<file path="src/rtl/riscv_fetch_aligner.sv">
// Fetch-stage aligner: buffers word fetches as halfwords and presents one
// complete 16- or 32-bit RISC-V instruction per cycle to the decode register.
module riscv_fetch_aligner #(
  parameter logic [63:0] RESET_PC  = 64'h0,
  parameter int          QDEPTH_HW = 4
) (
  input  logic        i_riscv_align_clk,
  input  logic        i_riscv_align_rst,
  input  logic        i_riscv_align_flush,
  input  logic [63:0] i_riscv_align_redirect_pc,
  input  logic        i_riscv_align_stall,
  output logic        o_riscv_align_fetch_req,
  output logic [63:0] o_riscv_align_fetch_addr,
  input  logic        i_riscv_align_fetch_ack,
  input  logic [31:0] i_riscv_align_fetch_data,
  output logic        o_riscv_align_valid,
  output logic [63:0] o_riscv_align_pc_f,
  output logic [31:0] o_riscv_align_inst_f,
  output logic [15:0] o_riscv_align_cinst_f,
  output logic        o_riscv_align_is_c_f,
  output logic [63:0] o_riscv_align_pcplus4_f
);

  localparam int PW = $clog2(QDEPTH_HW);
  localparam int CW = $clog2(QDEPTH_HW + 1);

  typedef enum logic [1:0] {
    S_IDLE,
    S_REQ,
    S_REQ_DROP
  } state_t;

  state_t        state;
  logic [15:0]   queue [QDEPTH_HW];
  logic [PW-1:0] head;
  logic [PW-1:0] tail;
  logic [CW-1:0] count;
  logic [63:0]   issue_pc;
  logic [63:0]   fetch_addr;
  logic [63:0]   target_addr;
  logic          skip_lo;

  logic [15:0]   hw0;
  logic [15:0]   hw1;
  logic          head_c;
  logic          valid;
  logic          consume;
  logic          push;
  logic [CW-1:0] pop_n;
  logic [CW-1:0] push_n;
  logic [CW-1:0] count_after_pop;
  logic [63:0]   redirect_hw;
  logic [63:0]   redirect_word;

  assign hw0    = queue[head];
  assign hw1    = queue[head + PW'(1)];
  assign head_c = (hw0[1:0] != 2'b11);
  assign valid  = ((count >= CW'(1)) && head_c) || (count >= CW'(2));

  assign consume         = valid && !i_riscv_align_stall && !i_riscv_align_flush;
  assign pop_n           = consume ? (head_c ? CW'(1) : CW'(2)) : CW'(0);
  assign count_after_pop = count - pop_n;

  // Data arriving alongside a flush belongs to the old stream and is dropped.
  assign push   = (state == S_REQ) && i_riscv_align_fetch_ack && !i_riscv_align_flush;
  assign push_n = push ? (skip_lo ? CW'(1) : CW'(2)) : CW'(0);

  assign redirect_hw   = i_riscv_align_redirect_pc & ~64'd1;
  assign redirect_word = i_riscv_align_redirect_pc & ~64'd3;

  // NOTE: queue storage has no reset; count alone decides which entries are live.
  always_ff @(posedge i_riscv_align_clk) begin
    if (push) begin
      if (skip_lo) begin
        queue[tail] <= i_riscv_align_fetch_data[31:16];
      end else begin
        queue[tail]          <= i_riscv_align_fetch_data[15:0];
        queue[tail + PW'(1)] <= i_riscv_align_fetch_data[31:16];
      end
    end
  end

  always_ff @(posedge i_riscv_align_clk) begin
    if (i_riscv_align_rst) begin
      state       <= S_IDLE;
      head        <= '0;
      tail        <= '0;
      count       <= '0;
      issue_pc    <= RESET_PC & ~64'd1;
      fetch_addr  <= RESET_PC & ~64'd3;
      target_addr <= RESET_PC & ~64'd3;
      skip_lo     <= RESET_PC[1];
    end else if (i_riscv_align_flush) begin
      head     <= '0;
      tail     <= '0;
      count    <= '0;
      issue_pc <= redirect_hw;
      skip_lo  <= i_riscv_align_redirect_pc[1];
      // An unanswered request must be retired before the new address goes out.
      if (state == S_IDLE || i_riscv_align_fetch_ack) begin
        fetch_addr <= redirect_word;
        state      <= S_IDLE;
      end else begin
        target_addr <= redirect_word;
        state       <= S_REQ_DROP;
      end
    end else begin
      head     <= head + PW'(pop_n);
      tail     <= tail + PW'(push_n);
      count    <= count + push_n - pop_n;
      issue_pc <= issue_pc + (consume ? (head_c ? 64'd2 : 64'd4) : 64'd0);
      if (push) begin
        skip_lo <= 1'b0;
      end
      case (state)
        S_IDLE: begin
          if (count_after_pop <= CW'(QDEPTH_HW - 2)) begin
            state <= S_REQ;
          end
        end
        S_REQ: begin
          if (i_riscv_align_fetch_ack) begin
            fetch_addr <= fetch_addr + 64'd4;
            state      <= S_IDLE;
          end
        end
        S_REQ_DROP: begin
          if (i_riscv_align_fetch_ack) begin
            fetch_addr <= target_addr;
            state      <= S_IDLE;
          end
        end
        default: state <= S_IDLE;
      endcase
    end
  end

  assign o_riscv_align_fetch_req  = (state != S_IDLE);
  assign o_riscv_align_fetch_addr = fetch_addr;
  assign o_riscv_align_valid      = valid;

  always_comb begin
    o_riscv_align_pc_f      = '0;
    o_riscv_align_inst_f    = '0;
    o_riscv_align_cinst_f   = '0;
    o_riscv_align_is_c_f    = 1'b0;
    o_riscv_align_pcplus4_f = '0;
    if (valid) begin
      o_riscv_align_pc_f   = issue_pc;
      o_riscv_align_is_c_f = head_c;
      if (head_c) begin
        o_riscv_align_inst_f    = {16'h0, hw0};
        o_riscv_align_cinst_f   = hw0;
        o_riscv_align_pcplus4_f = issue_pc + 64'd2;
      end else begin
        o_riscv_align_inst_f    = {hw1, hw0};
        o_riscv_align_pcplus4_f = issue_pc + 64'd4;
      end
    end
  end

endmodule

</file>
<file path="config.mk">
export PLATFORM = sky130hd
export DESIGN_NAME = riscv_fetch_aligner
export DESIGN_NICKNAME = d
export VERILOG_FILES = /design/src/rtl/riscv_fetch_aligner.sv
export SDC_FILE = /design/constraint.sdc
export NUM_CORES = 1
export LEC_CHECK = 0
export CORE_MARGIN = 4
export CORE_UTILIZATION = 57
export CTS_BUF_LIST = sky130_fd_sc_hd__clkbuf_4 sky130_fd_sc_hd__clkbuf_8 sky130_fd_sc_hd__clkbuf_16
export DETAILED_ROUTE_END_ITERATION = 8
export HOLD_SLACK_MARGIN = 0.15
export PLACE_DENSITY = 0.91
export SLEW_MARGIN = 20
export SYNTH_ARGS = -nofsm -noshare
export SYNTH_HDL_FRONTEND = slang
export SYNTH_SLANG_ARGS = --single-unit
</file>
<file path="constraint.sdc">
create_clock -name i_riscv_align_clk -period 10 [get_ports i_riscv_align_clk]
set_clock_uncertainty 0.15 [all_clocks]
set_input_delay 2 -clock i_riscv_align_clk [delete_from_list [all_inputs] [get_ports i_riscv_align_clk]]
set_output_delay 2 -clock i_riscv_align_clk [all_outputs]
set_load 0.02 [all_outputs]
</file>
==> qor.log <==
[timing] final setup violating endpoints 0
[critical_path] path type of the worst setup path register to output port
[placed_design] Port Buf Inserts 338
[logic_synthesis] post-synthesis sequential element count 261
[min_path] worst hold-check path type register to register
[route] via total after detailed routing 19400
[route] initial detailed-routing violation count 3144
[layout] leading cell type in the layout, fill and taps excluded sky130_fd_sc_hd__clkdlybuf4s50_1
[logic_synthesis] cell count after synthesis 2128
[placed_design] routability-driven placement congestion ratio 1.00
[layout] fin nets 2455
[floorplanning] total number of placement rows 63
[global_routing] total grt overflow 0
[cts] later-pin clock latency in the skew report 0.59 ns
[floorplanning] initial core utilization 58.3%
[logic_synthesis] proportion of synthesized chip area in sequential cells 33.7%
[route] routed wire length 70200 um
[cts] Post-CTS Repair Setup Buffers 0
[critical_path] Reg-to-Reg Start head[1]$_SDFF_PP0_
[timing] post-route minimum period 6.70 ns
[critical_path] Worst Path Max Fanout 12
[floorplanning] core area 29900 um2
[timing] RSZ-0062 raised after global routing no
[power_and_ir_drop] Pwr Total 2.85 mW
[floorplanning] Top Ports 344
[power_and_ir_drop] Static Leakage 6.93 nW
[logic_synthesis] Post-Synthesis Cell Area 17400 um2
[cts] hold_buf cts 0
[cts] root buffer cell sky130_fd_sc_hd__clkbuf_16
[min_path] depth of the worst hold-timing path 2
[cts] clock tree from TritonCTS yes
[critical_path] stages on the worst setup path 7
[logic_synthesis] warnings from Yosys 0
[critical_path] count of buffering cells on the critical path with inverters included 2
[critical_path] highest cell delay on the worst timing path 0.72 ns
[layout] Non-Filler Cell Area, Final 21800 um2
[critical_path] critical path's top delay family simple AND/OR/NAND/NOR gates
[timing] part of the cycle the worst path needs 67.0%
[layout] number of diodes added for antenna fixing 0
[global_routing] wire length of the first global-routing pass 108000 um
[cts] # resized after CTS 0
[run_status] outcome finished clean
[layout] fraction of layout instances using a drive strength above 1 9.03%
[critical_path] chain of cells forming the critical path ha_1 -> inv_1 -> nor4_2 -> nand3_1 -> or4_1 -> a21oi_1 -> clkdlybuf4s50_1
[critical_path] minimum setup slack among reg-to-reg paths 4.41 ns
[timing] final-layout setup total negative slack 0 ns
[timing] final hold vios 0
[timing] count of pins over their slew limit 0
[timing] worst hold margin 0.306 ns
[cts] CTS Sinks 261
[power_and_ir_drop] Max VDD drop 0.000149 V
[logic_synthesis] Post-synth EDFFs 64
[critical_path] cell at the slowest stage of the critical path sky130_fd_sc_hd__nor4_2
[critical_path] Worst R2R End issue_pc[50]$_SDFF_PP0_
[layout] synthesis-to-finish area growth 24.8%
[cts] Clock transition at path regs 0.07 ns
[critical_path] start point of the critical path issue_pc[3]$_SDFF_PP0_
[critical_path] Required @ worst endpoint 7.85 ns
[flow_run] max-cap check violation count 0
[critical_path] startpoint class of the critical path register
[cts] buffer levels on the longest clock path 3
[floorplanning] x dimension of the die 183 um
[power_and_ir_drop] Cell Pwr Density 131 nW/um2
[timing] normalized max-slew margin 20.0%
[layout] fillcell total 2173
[layout] highest-count cells in the layout ignoring fill and taps sky130_fd_sc_hd__clkdlybuf4s50_1, sky130_fd_sc_hd__nand2_1, sky130_fd_sc_hd__dfxtp_1
[floorplanning] floorplan die area 33400 um2
[floorplanning] Die Y 183 um
[global_routing] maximum number of pins on one net before global-route repair 88
[logic_synthesis] Post-Synthesis Mean Instance Area 8.19 um2
[timing] setup slack of the critical path after layout 3.30 ns
[route] count of antenna-violating nets left after detailed routing 0
[route] Detailed Routing Iterations Pass 1 7
[logic_synthesis] Top FF cell, synth sky130_fd_sc_hd__dfxtp_1
[logic_synthesis] Distinct cells, synth 78
[route] DRC viols 0
[critical_path] worst-case reg-to-reg path depth 10
[critical_path] signal arrival time at the worst endpoint 4.55 ns
[route] post-detailed-route via-to-cell ratio 7.06
[layout] area of combinational cells with multiple inputs 10700 um2
[critical_path] worst setup path endpoint o_riscv_align_pcplus4_f[56]
[placed_design] pre-CTS setup slack 3.74 ns
[global_routing] vias in the first global route 18700
[global_routing] overall fraction of global-route tracks in use 39.9%
[cts] TritonCTS Buffers 29
[cts] number of levels in the clock H-tree 1
[layout] area taken by flip-flops and latches 5870 um2
[global_routing] antenna violations before repair 0
[placed_design] Post-DP Area 20700 um2
[timing] transition at the pin with the smallest max-transition slack 1.20 ns
[route] average routed wire per standard cell 25.6 um
[timing] maximum frequency from static timing analysis 0.149 GHz
[placed_design] post-DP HPWL 48300 um
[critical_path] kind of end point of the critical path output port
[logic_synthesis] share of async-settable or async-resettable flops after synthesis 0%
worst register-to-register path: stages, from the launching register on:
cell,delay (ns)
sky130_fd_sc_hd__dfxtp_4,0.77
sky130_fd_sc_hd__mux4_2,0.77
sky130_fd_sc_hd__nand2_1,0.23
sky130_fd_sc_hd__o21a_1,0.62
sky130_fd_sc_hd__nor3b_1,0.56
sky130_fd_sc_hd__ha_1,0.31
sky130_fd_sc_hd__a21oi_1,0.13
sky130_fd_sc_hd__nor2b_1,0.82
sky130_fd_sc_hd__nand3_1,0.45
sky130_fd_sc_hd__or3_1,0.43
sky130_fd_sc_hd__a311oi_1,0.23
cell usage after synthesis (all sizes together) (27+ instances only):
master,n,area [um2]
or3,37,231
dfxtp,197,3940
a21oi,183,916
and4,27,236
a211oi,37,278
o21ai,81,405
xnor2,36,315
and2,108,676
o211ai,27,203
nor4,47,349
nor2,145,544
clkbuf,148,559
buf,35,189
nand2,274,1030
or4,41,308
xor2,46,403
mux4,32,721
nand4,81,519
inv,32,120
edfxtp,64,1920
mux2,71,800
nor3,40,205
nand3,78,390
final cells by class:
cell class | count | area share [%]
Multi-Input combinational cell | 1654 | 49.3
Clock buffer | 35 | 3.74
Tap cell | 390 | 2.24
Sequential cell | 261 | 27.0
Clock inverter | 18 | 0.903
Inverter | 33 | 0.575
Timing Repair Buffer | 358 | 16.2
power by group:
part / switching [mW] / total [mW] / internal (mW)
clock: 0.487 / 1.15 / 0.660
combinational: 0.280 / 0.482 / 0.203
sequential: 0.0933 / 1.22 / 1.13
total: 0.860 / 2.85 / 1.99
flip-flops by register name, indices dropped and copies added, names as in the netlist:
register and flops:
o_riscv_align_fetch_addr 62, issue_pc 63, state 2, head 2, tail 2, count 3
skip_lo 1, queue 64, target_addr 62
metal layers:
metal | vias to the layer above | routed length (um) | GRT usage (%)
li1 | 8309 | - | -
met1 | 9072 | 24300 | 49.3
met2 | 1632 | 32300 | 65.5
met3 | 400 | 8190 | 7.18
met4 | 0 | 5410 | 23.9
met5 | - | 0 | 0
per-stage QoR:
stage	std cells	utilization [%]
global placement	2696	69.4
floorplan	2131	-
finish	2749	72.8
detailed placement	2696	69.4
CTS	2749	72.8
global route	2749	72.8
worst min-delay path by stage:
stage	endpoint	slack, ns	from
after floorplan	target_addr[34]$_SDFFE_PP0P_	0.28	target_addr[34]$_SDFFE_PP0P_
after global placement	target_addr[52]$_SDFFE_PP0P_	0.29	target_addr[52]$_SDFFE_PP0P_
after detailed placement	target_addr[61]$_SDFFE_PP0P_	0.29	target_addr[61]$_SDFFE_PP0P_
after CTS	target_addr[61]$_SDFFE_PP0P_	0.30	target_addr[61]$_SDFFE_PP0P_
after global routing	target_addr[60]$_SDFFE_PP0P_	0.32	target_addr[60]$_SDFFE_PP0P_
final	target_addr[61]$_SDFFE_PP0P_	0.31	target_addr[61]$_SDFFE_PP0P_
kinds of logic after synthesis:
family / Yosys count / synth area share (%)
AO/OA/AOI/OAI: 485 / 17.9
XOR/XNOR: 82 / 4.12
adder cells (fa/ha/maj): 17 / 1.39
buffers and inverters: 216 / 5.00
flip-flops: 261 / 33.7
multiplexers: 108 / 9.01
other: 1 / 0.0215
AND/OR/NAND/NOR: 958 / 28.9
(Power assumes the default switching activity.)
